--- src/rtl/lsu_mem_port_if.sv ---
// Interfaces for lsu_mem_port.
//   lsu_core_if : execute-stage request/response handshake.
//     master = core (drives lsu_valid/we/funct3/addr/wdata)
//     slave  = LSU  (drives lsu_ready/done/rdata/err)
//   lsu_bus_if  : word-wide data memory port.
//     master = LSU    (drives mem_req/we/addr/be/wdata)
//     slave  = memory (drives mem_gnt/rvalid/rdata)
interface lsu_core_if #(
  parameter int XLEN   = 32,
  parameter int ADDR_W = 32
);
  logic              lsu_valid;
  logic              lsu_ready;
  logic              lsu_we;
  logic [2:0]        lsu_funct3;
  logic [ADDR_W-1:0] lsu_addr;
  logic [XLEN-1:0]   lsu_wdata;
  logic              lsu_done;
  logic [XLEN-1:0]   lsu_rdata;
  logic              lsu_err;

  modport master (
    output lsu_valid, lsu_we, lsu_funct3, lsu_addr, lsu_wdata,
    input  lsu_ready, lsu_done, lsu_rdata, lsu_err
  );
  modport slave (
    input  lsu_valid, lsu_we, lsu_funct3, lsu_addr, lsu_wdata,
    output lsu_ready, lsu_done, lsu_rdata, lsu_err
  );
endinterface

interface lsu_bus_if #(
  parameter int XLEN   = 32,
  parameter int ADDR_W = 32
);
  localparam int NB = XLEN / 8;

  logic              mem_req;
  logic              mem_gnt;
  logic              mem_we;
  logic [ADDR_W-1:0] mem_addr;
  logic [NB-1:0]     mem_be;
  logic [XLEN-1:0]   mem_wdata;
  logic              mem_rvalid;
  logic [XLEN-1:0]   mem_rdata;

  modport master (
    output mem_req, mem_we, mem_addr, mem_be, mem_wdata,
    input  mem_gnt, mem_rvalid, mem_rdata
  );
  modport slave (
    input  mem_req, mem_we, mem_addr, mem_be, mem_wdata,
    output mem_gnt, mem_rvalid, mem_rdata
  );
endinterface

--- src/rtl/lsu_mem_port.sv ---
// lsu_mem_port: load/store unit between execute stage and a word-wide data memory.
//   Accepts one load/store per handshake, drives byte enables, lane-steers store
//   data, sign/zero-extends load data, optionally splits word-crossing accesses.
// Ports:
//   clk   : rising-edge clock
//   reset : asynchronous active-low reset
//   core  : lsu_core_if.slave  (lsu_valid/ready/we/funct3/addr/wdata/done/rdata/err)
//   mem   : lsu_bus_if.master  (mem_req/gnt/we/addr/be/wdata/rvalid/rdata)
// Build option:
//   LSU_MISALIGN_SPLIT_EN defined   -> word-crossing accesses become two transactions.
//   LSU_MISALIGN_SPLIT_EN undefined -> word-crossing accesses finish with lsu_err=1.
module lsu_mem_port #(
  parameter int XLEN   = 32,
  parameter int ADDR_W = 32
) (
  input logic       clk,
  input logic       reset,
  lsu_core_if.slave core,
  lsu_bus_if.master mem
);
  localparam int NB = XLEN / 8;
  localparam int OW = $clog2(NB);
`ifdef LSU_MISALIGN_SPLIT_EN
  localparam bit SPLIT_EN = 1'b1;
`else
  localparam bit SPLIT_EN = 1'b0;
`endif

  typedef enum logic [2:0] {
    IDLE,
    REQ0,
    WAIT0,
`ifdef LSU_MISALIGN_SPLIT_EN
    REQ1,
    WAIT1,
`endif
    DONE
  } state_e;

  state_e state_q, state_d;

  logic              we_q;
  logic [2:0]        f3_q;
  logic [ADDR_W-1:0] addr_q;
  logic [XLEN-1:0]   wdata_q;
  logic              split_q;
  logic [XLEN-1:0]   rdata_q;
  logic              err_q;
`ifdef LSU_MISALIGN_SPLIT_EN
  logic [XLEN-1:0]   lo_q;     // part-0 read word, held until part 1 returns
`endif

  // Pick the addressed bytes out of {part1, part0}, then extend from the access size.
  function automatic logic [XLEN-1:0] load_ext(input logic [2*XLEN-1:0] pair,
                                               input logic [OW-1:0]     off,
                                               input logic [2:0]        f3);
    logic [2*XLEN-1:0] s;
    logic [XLEN-1:0]   raw;
    int                sh;
    s   = pair >> (8 * int'(off));
    raw = s[XLEN-1:0];
    sh  = XLEN - (8 << f3[1:0]);
    raw = raw << sh;
    if (f3[2]) return raw >> sh;
    return XLEN'($signed(raw) >>> sh);
  endfunction

  // ---------------- request decode (IDLE, from live inputs) ----------------
  logic [OW-1:0] in_off;
  logic [3:0]    in_size;
  logic          in_legal, in_cross, in_bad, accept;

  always_comb begin
    in_off  = core.lsu_addr[OW-1:0];
    in_size = 4'd1 << core.lsu_funct3[1:0];
    if (core.lsu_we)
      in_legal = !core.lsu_funct3[2] && !(XLEN == 32 && core.lsu_funct3[1:0] == 2'b11);
    else
      in_legal = (core.lsu_funct3 != 3'b111) &&
                 !(XLEN == 32 && (core.lsu_funct3 == 3'b011 || core.lsu_funct3 == 3'b110));
    in_cross = (int'(in_off) + int'(in_size)) > NB;
    in_bad   = !in_legal || (in_cross && !SPLIT_EN);
    accept   = (state_q == IDLE) && core.lsu_valid;
  end

  // ---------------- lane steering from registered request ----------------
  logic [OW-1:0]     off;
  logic [3:0]        size;
  logic [XLEN-1:0]   wd_trim;
  logic [2*XLEN-1:0] lane_wd;   // low half = part 0 lanes, high half = part 1 lanes
  logic [2*NB-1:0]   lane_be;
  logic [ADDR_W-1:0] word0, word1;
  int                wsh;

  always_comb begin
    off     = addr_q[OW-1:0];
    size    = 4'd1 << f3_q[1:0];
    wsh     = XLEN - 8 * int'(size);
    // Drop rs2 bits above the access size so unused lanes carry zero.
    wd_trim = (wdata_q << wsh) >> wsh;
    lane_wd = {{XLEN{1'b0}}, wd_trim} << (8 * int'(off));
    lane_be = (2*NB)'((32'd1 << size) - 32'd1) << off;
    word0   = {addr_q[ADDR_W-1:OW], {OW{1'b0}}};
    word1   = word0 + ADDR_W'(NB);   // wraps at top of address space
  end

  // ---------------- FSM: state register ----------------
  always_ff @(posedge clk or negedge reset) begin
    if (!reset) state_q <= IDLE;
    else        state_q <= state_d;
  end

  // ---------------- FSM: next state ----------------
  always_comb begin
    state_d = state_q;
    case (state_q)
      IDLE:  if (core.lsu_valid) state_d = in_bad ? DONE : REQ0;
      REQ0:  if (mem.mem_gnt) state_d = WAIT0;
`ifdef LSU_MISALIGN_SPLIT_EN
      WAIT0: if (mem.mem_rvalid) state_d = split_q ? REQ1 : DONE;
      REQ1:  if (mem.mem_gnt) state_d = WAIT1;
      WAIT1: if (mem.mem_rvalid) state_d = DONE;
`else
      WAIT0: if (mem.mem_rvalid) state_d = DONE;
`endif
      DONE:  state_d = IDLE;
      default: state_d = IDLE;
    endcase
  end

  // ---------------- FSM: outputs ----------------
  always_comb begin
    mem.mem_req   = 1'b0;
    mem.mem_we    = 1'b0;
    mem.mem_addr  = '0;
    mem.mem_be    = '0;
    mem.mem_wdata = '0;
    case (state_q)
      REQ0: begin
        mem.mem_req   = 1'b1;
        mem.mem_we    = we_q;
        mem.mem_addr  = word0;
        mem.mem_be    = lane_be[NB-1:0];
        mem.mem_wdata = we_q ? lane_wd[XLEN-1:0] : '0;
      end
`ifdef LSU_MISALIGN_SPLIT_EN
      REQ1: begin
        mem.mem_req   = 1'b1;
        mem.mem_we    = we_q;
        mem.mem_addr  = word1;
        mem.mem_be    = lane_be[2*NB-1:NB];
        mem.mem_wdata = we_q ? lane_wd[2*XLEN-1:XLEN] : '0;
      end
`endif
      default: ;
    endcase
    core.lsu_ready = (state_q == IDLE);
    core.lsu_done  = (state_q == DONE);
    core.lsu_rdata = rdata_q;
    core.lsu_err   = err_q;
  end

  // ---------------- request capture / result ----------------
  // rdata/err only change on the way into DONE, so they hold the previous
  // result while the next access is in flight.
  always_ff @(posedge clk or negedge reset) begin
    if (!reset) begin
      we_q    <= 1'b0;
      f3_q    <= '0;
      addr_q  <= '0;
      wdata_q <= '0;
      split_q <= 1'b0;
      rdata_q <= '0;
      err_q   <= 1'b0;
`ifdef LSU_MISALIGN_SPLIT_EN
      lo_q    <= '0;
`endif
    end else begin
      if (accept) begin
        we_q    <= core.lsu_we;
        f3_q    <= core.lsu_funct3;
        addr_q  <= core.lsu_addr;
        wdata_q <= core.lsu_wdata;
        split_q <= in_cross;
        if (in_bad) begin
          rdata_q <= '0;
          err_q   <= 1'b1;
        end
      end
      if (state_q == WAIT0 && mem.mem_rvalid) begin
`ifdef LSU_MISALIGN_SPLIT_EN
        lo_q <= mem.mem_rdata;
`endif
        if (!split_q) begin
          rdata_q <= we_q ? '0 : load_ext({{XLEN{1'b0}}, mem.mem_rdata}, off, f3_q);
          err_q   <= 1'b0;
        end
      end
`ifdef LSU_MISALIGN_SPLIT_EN
      if (state_q == WAIT1 && mem.mem_rvalid) begin
        rdata_q <= we_q ? '0 : load_ext({mem.mem_rdata, lo_q}, off, f3_q);
        err_q   <= 1'b0;
      end
`endif
    end
  end

endmodule

--- src/flat_wrapper.sv ---
// flat-port wrapper written by rule: the top's interface ports become plain ports
module lsu_mem_port_flat 
#(
  parameter int XLEN   = 32,
  parameter int ADDR_W = 32
)
  (clk, reset, core_lsu_valid, core_lsu_we, core_lsu_funct3, core_lsu_addr, core_lsu_wdata, core_lsu_ready, core_lsu_done, core_lsu_rdata, core_lsu_err, mem_mem_req, mem_mem_we, mem_mem_addr, mem_mem_be, mem_mem_wdata, mem_mem_gnt, mem_mem_rvalid, mem_mem_rdata);
  lsu_core_if #(.XLEN(XLEN), .ADDR_W(ADDR_W)) core_i ();
  lsu_bus_if #(.XLEN(XLEN), .ADDR_W(ADDR_W)) mem_i ();
  input logic clk;
  input logic reset;
  input wire logic [$bits(core_i.lsu_valid)-1:0] core_lsu_valid;
  input wire logic [$bits(core_i.lsu_we)-1:0] core_lsu_we;
  input wire logic [$bits(core_i.lsu_funct3)-1:0] core_lsu_funct3;
  input wire logic [$bits(core_i.lsu_addr)-1:0] core_lsu_addr;
  input wire logic [$bits(core_i.lsu_wdata)-1:0] core_lsu_wdata;
  output wire logic [$bits(core_i.lsu_ready)-1:0] core_lsu_ready;
  output wire logic [$bits(core_i.lsu_done)-1:0] core_lsu_done;
  output wire logic [$bits(core_i.lsu_rdata)-1:0] core_lsu_rdata;
  output wire logic [$bits(core_i.lsu_err)-1:0] core_lsu_err;
  output wire logic [$bits(mem_i.mem_req)-1:0] mem_mem_req;
  output wire logic [$bits(mem_i.mem_we)-1:0] mem_mem_we;
  output wire logic [$bits(mem_i.mem_addr)-1:0] mem_mem_addr;
  output wire logic [$bits(mem_i.mem_be)-1:0] mem_mem_be;
  output wire logic [$bits(mem_i.mem_wdata)-1:0] mem_mem_wdata;
  input wire logic [$bits(mem_i.mem_gnt)-1:0] mem_mem_gnt;
  input wire logic [$bits(mem_i.mem_rvalid)-1:0] mem_mem_rvalid;
  input wire logic [$bits(mem_i.mem_rdata)-1:0] mem_mem_rdata;
  assign core_i.lsu_valid = core_lsu_valid;
  assign core_i.lsu_we = core_lsu_we;
  assign core_i.lsu_funct3 = core_lsu_funct3;
  assign core_i.lsu_addr = core_lsu_addr;
  assign core_i.lsu_wdata = core_lsu_wdata;
  assign core_lsu_ready = core_i.lsu_ready;
  assign core_lsu_done = core_i.lsu_done;
  assign core_lsu_rdata = core_i.lsu_rdata;
  assign core_lsu_err = core_i.lsu_err;
  assign mem_mem_req = mem_i.mem_req;
  assign mem_mem_we = mem_i.mem_we;
  assign mem_mem_addr = mem_i.mem_addr;
  assign mem_mem_be = mem_i.mem_be;
  assign mem_mem_wdata = mem_i.mem_wdata;
  assign mem_i.mem_gnt = mem_mem_gnt;
  assign mem_i.mem_rvalid = mem_mem_rvalid;
  assign mem_i.mem_rdata = mem_mem_rdata;
  lsu_mem_port #(.XLEN(XLEN), .ADDR_W(ADDR_W)) u_core (.clk(clk), .reset(reset), .core(core_i), .mem(mem_i));
endmodule
--- config.mk ---
export PLATFORM = sky130hd
export DESIGN_NAME = lsu_mem_port_flat
export DESIGN_NICKNAME = d
export VERILOG_FILES = /design/src/rtl/lsu_mem_port_if.sv /design/src/rtl/lsu_mem_port.sv /design/src/flat_wrapper.sv
export SDC_FILE = /design/constraint.sdc
export NUM_CORES = 1
export LEC_CHECK = 0
export ABC_AREA = 0
export CAP_MARGIN = 20
export CELL_PAD_IN_SITES_DETAIL_PLACEMENT = 0
export CELL_PAD_IN_SITES_GLOBAL_PLACEMENT = 1
export CORE_MARGIN = 2
export CORE_UTILIZATION = 35
export CTS_CLUSTER_SIZE = 30
export DETAILED_ROUTE_END_ITERATION = 8
export GPL_TIMING_DRIVEN = 0
export PLACE_DENSITY = 0.9
export SLEW_MARGIN = 10
export SYNTH_ARGS = -nofsm -noshare
export SYNTH_HDL_FRONTEND = slang
export SYNTH_SLANG_ARGS = --single-unit
--- constraint.sdc ---
create_clock -name clk -period 6.2 [get_ports clk]
set_input_delay 1.55 -clock clk [delete_from_list [all_inputs] [get_ports clk]]
set_output_delay 1.55 -clock clk [all_outputs]
set_load 0.02 [all_outputs]
Word-level counts from Yosys, hierarchy flattened

Index checks and enable logic that the tools add are counted.

Add/sub/neg operators: 4
Multipliers: 0
Divide/modulo/power cells: 0
$lt $le $gt $ge: 1
Equality and inequality tests: 10
Shifts and indexed selects: 12
Mux-type cells: 26
Bitwise gates (word level): 0
Reductions and logical operators: 12

Operators with widths:

| operator              | count |
|---|---|
| $mux 32               | 10 |
| $shl 32x32->32        | 2 |
| $shr 32x32->32        | 2 |
| $gt 32x4->1 const B   | 1 |
| $shl 32x5->32         | 1 |
| $shl 4x2->32 const A  | 1 |
| $shr 32x5->32         | 1 |
| $sshr 32x32->32       | 1 |
| $sub 7x32->32 const A | 1 |
| $mux 1                | 10 |
| $eq 3x2->1 const B    | 3 |
| $mux 3                | 3 |
| $pmux 3 s3            | 1 |
| $shl 1x2->4 const A   | 2 |
| $shl 1x4->8 const A   | 1 |
| $shl 8x2->4           | 1 |
| $sub 6x7->8 const A   | 1 |
| $sub 8x1->8 const B   | 1 |
| $ne 2x2->1 const B    | 3 |
| $add 2x4->5           | 1 |
| $logic_and 1x1->1     | 4 |
| $logic_not 1->1       | 4 |
| $mux 4                | 1 |
| $eq 3x1->1 const B    | 1 |
| 7 further kinds       | 8 |

Register bits after elaboration: 105
Latch bits: 0
RAM bits: 0
Bits in read-only memories: 0
Output and inout port bits: 105
Logic and storage cells: 73
Memories: 0

Depth between registers and ports, before layout

Word-level depth: 11
Mapped depth: 10
Depth with buffers taken out: 8

Worst setup path after synthesis

OpenSTA, ideal clock, no wires.

Path kind: input -> register
Start: input core_lsu_funct3[1]
End: register u_core.rdata_q[30], in the netlist u_core.core.lsu_rdata[30]
Arrival: 3.445 ns
Required time: 6.135 ns
Path slack: 2.690 ns
Stages on the path: 10
Buffers on the path: 2
Cell sequence: buf_2 nor2_1 ha_1 inv_1 fa_1 xnor2_1 a221o_1 a21boi_1 buf_2 a221o_2

Longest elaborated chain between the ends: 11
Elaborated cells on any way between the ends: 19
Classes of those cells: 1 x add/sub; 1 x order compare; 4 x eq/ne; 1 x shift; 5 x mux; 7 x reduce/logical

RTL lines:

| item                                                | RTL line            | source |
|---|---|---|
| from (decl)                                         | flat_wrapper.sv:14  | `input wire logic [$bits(core_i.lsu_funct3)-1:0] core_lsu_funct3;` |
| branches (longest 6 deep; another with $gt 32x4->1) | --                  |  |
| $logic_or 1x1->1 (*)                                | lsu_mem_port.sv:82  | `in_bad = !in_legal \|\| (in_cross && !SPLIT_EN);` |
| $mux 32 (*)                                         | lsu_mem_port.sv:185 | `if (in_bad) begin` |
| $mux 32 (*)                                         | lsu_mem_port.sv:179 | `if (accept) begin` |
| $mux 32                                             | lsu_mem_port.sv:194 | `if (!split_q) begin` |
| $mux 32 (*)                                         | lsu_mem_port.sv:190 | `if (state_q == WAIT0 && mem.mem_rvalid) begin` |
| to (signal assigned)                                | lsu_mem_port.sv:195 | `rdata_q <= we_q ? '0 : load_ext({{XLEN{1'b0}}, mem.mem_rdata}, off, f3_q);` |
| to (decl)                                           | lsu_mem_port.sv:47  | `logic [XLEN-1:0] rdata_q;` |

Every way passes the cells marked *.
A chain may end at the register's enable or synchronous reset.

Worst setup path in the final report

Start: register u_core.state_q[1]
End: output mem_mem_wdata[22]

Longest elaborated chain between the ends: 2

RTL lines:

| item                   | RTL line            | source |
|---|---|---|
| from (decl)            | lsu_mem_port.sv:40  | `state_e state_q, state_d;` |
| from (signal assigned) | lsu_mem_port.sv:110 | `else state_q <= state_d;` |
| $eq 3x1->1             | lsu_mem_port.sv:138 | `case (state_q)` |
| $mux 32                | lsu_mem_port.sv:138 |  |
| to (decl)              | flat_wrapper.sv:25  | `output wire logic [$bits(mem_i.mem_wdata)-1:0] mem_mem_wdata;` |

Every way passes these cells.

==> flow_summary.ini <==
[drt]
detail-route-antenna-nets = 0
routedWlPerCell_um = 19.13
vias = 4820
vias_per_cell = 5.133
drc_errors = 0
wl_um = 17960
dr.pass1.iters = 5
drt_iter0_drc = 264

[logic_synthesis]
avgSynthCellArea_um2 = 10.90
ys_ff_latch = 104
ys_seq_area_share_pct = 47.36
yosysMostFrequentCell = dfrtp_1
synth_area_leaders = dfrtp_1 (47%), mux2_2 (15%), and2_1 (4.8%), mux2i_1 (4.7%), o21ai_0 (3.6%)
synth_cells = 504
synth_top_area_share_pct = 47.36
synth_cell_types = 49
ys_warn_count = 0
synth_edf_count = 0
async_flop_share_pct = 100.0
synth_area_leader_cell = dfrtp_1
syn_area_um2 = 5495
synth.top_cells.by_count = dfrtp_1 (104), mux2_2 (73), nand2_1 (46), and2_1 (42), o21ai_0 (39)
synth_flop_cell = dfrtp_1

[power_and_ir_drop]
p_leak_nw = 3.360
power_density_nw_per_um2 = 473.6
power_mw = 3.858
irDropWorstVdd_mv = 0.1989

[layout]
syn_to_final_growth_pct = 48.25
drive_gt1_share_pct = 16.48
antenna_cells = 0
fill_cells = 1378
fin_cells = 939
final_nets = 834

[sta]
hold_viol_final = 0
fin_worst_skew_ns = 0.008641
setup_viol = 0
slew_headroom_pct = 37.24
rsz0062_at_grt = no
period_share_pct = 75.86
finalSetupTns_ns = 0
period_needed_ns = 4.703
slew_violations = 0
worst_slack_ns = 1.497
fmax_ghz = 0.2126
worstMarginPinSlew_ns = 0.9342

[critical_path]
cp.required_ns = 4.65
start_kind = register
end_kind = primary output
r2r_cells = 7
cp_max_fo = 8
worstPathArrival_ns = 3.15
path_class = reg -> out

[global_route]
grt_pass1_vias = 5031
antenna_found_initial = 0
grt_usage_pct = 21.53
grt_pass1_wl_um = 27480
grt_max_degree = 62
gr-total-overflow = 0

[cts]
cts_tree = built
holdBufCountCts = 0
h-tree-depth = 3
cts_resized = 0
post_cts_buffers = 0
cts_inserted_buffers = 9
clkTransAtPathRegs_ns = 0.07
clk_latency_ns = 0.35
cts.path.max_buffers = 2
numClockSinks = 104
cts-root-buf = clkbuf_16

[place]
dpl.hpwl_um = 14000
gp_congestion = 0.8921
dp_slack_ns = 1.845
numPortBuffers = 206
place_inst = 923

[die]
pin_count = 210
dieHeight_um = 129.3
dieArea_um2 = 16720
num_rows = 45
initial_core_util_pct = 36.01
die_x_um = 129.3
core_area_um2 = 15260

[job]
maxCapViolations = 0

[status]
status = complete, no violations

[worst_hold_path]
hold_depth = 1
hp-class = reg -> reg
logic make-up after synthesis:
kind of cell	after synthesis	share of synthesized area (%)
fa+ha+maj	6	1.503
compound gates	112	14.28
flops	104	47.36
buf+inv	47	3.848
xor+xnor	2	0.3188
mux	101	20.51
other cells	1	0.06824
simple gates	131	12.11
worst paths after layout:
| check | end | slack, ns | from |
|---|---|---|---|
| worst max-delay path | mem_mem_wdata[22] | 1.50 | u_core.state_q[1] |
| worst min-delay path | u_core.core.lsu_rdata[31] | 0.49 | u_core.core.lsu_rdata[31] |
| worst max register to register | u_core.addr_q[20] | 3.60 | u_core.state_q[0] |
| worst min register to register | u_core.core.lsu_rdata[31] | 0.49 | u_core.core.lsu_rdata[31] |
| max in group asynchronous | u_core.addr_q[14] | 4.45 | reset |
| min in group asynchronous | u_core.wdata_q[7] | 1.11 | reset |
flip-flops by register name, indices dropped and copies added (netlist names):
name                   cells
u_core.split_q             1
u_core.f3_q                3
u_core.core.lsu_rdata     32
u_core.wdata_q            32
u_core.addr_q             32
u_core.we_q                1
u_core.state_q             2
u_core.core.lsu_err        1
layout make-up:
cell class | count | area [um^2] | area share (%)
Inverter | 9 | 33.78 | 0.4147
Clock buffer | 10 | 239.0 | 2.933
Multi-Input combinational cell | 354 | 2691 | 33.04
Sequential cell | 104 | 2603 | 31.95
Buffer | 38 | 177.7 | 2.181
Clock inverter | 6 | 47.55 | 0.5836
Tap cell | 211 | 264.0 | 3.241
Timing Repair Buffer | 207 | 2091 | 25.66
through the flow:
stage	area [um^2]	hold slack (ns)	util [%]
after floorplan	5499	0.4553	-
after global placement	7825	0.4755	51.28
after detailed placement	7860	0.4796	51.51
after CTS	8147	0.4964	53.39
after global routing	8147	0.5094	53.39
final	8147	0.4918	53.39
report_power, final:
group	total [mW]	internal [mW]	leakage (nW)	switching [mW]
clock	0.558	0.289	0.140	0.269
combinational	2.07	0.992	1.93	1.08
sequential	1.23	1.00	1.29	0.230
total	3.86	2.28	3.36	1.58
layer usage:
metal	up-vias	GRT usage, %	wire length [um]
met5	-	0	0
met4	0	7.225	408
met3	28	6.813	1682
met2	230	35.88	8625
met1	2320	26.53	7246
li1	2242	-	-
critical path, stage by stage, from the launching register on:
cell and delay (ns):
dfrtp_1 0.41, inv_1 0.09, ha_1 0.40, nand3_1 0.36, nor3_1 0.64, nand2_1 0.10, o21ai_0 0.13, clkdlybuf4s50_1 0.66
placed cells by master, fill, tap and decap left out, types with 8 or more instances in the layout:
master	Yosys	final
clkdlybuf4s50_1	0	205
dfrtp_1	104	104
mux2_2	73	73
nand2_1	46	46
and2_1	42	42
o21ai_0	39	39
mux2i_1	26	26
nor2_1	23	23
clkbuf_1	16	16
buf_2	10	10
a21oi_1	10	10
inv_1	9	9
a211o_2	9	9
o2bb2ai_1	9	9
clkbuf_16	0	9
buf_1	8	8
No activity file was read; power rests on OpenSTA's default activity.
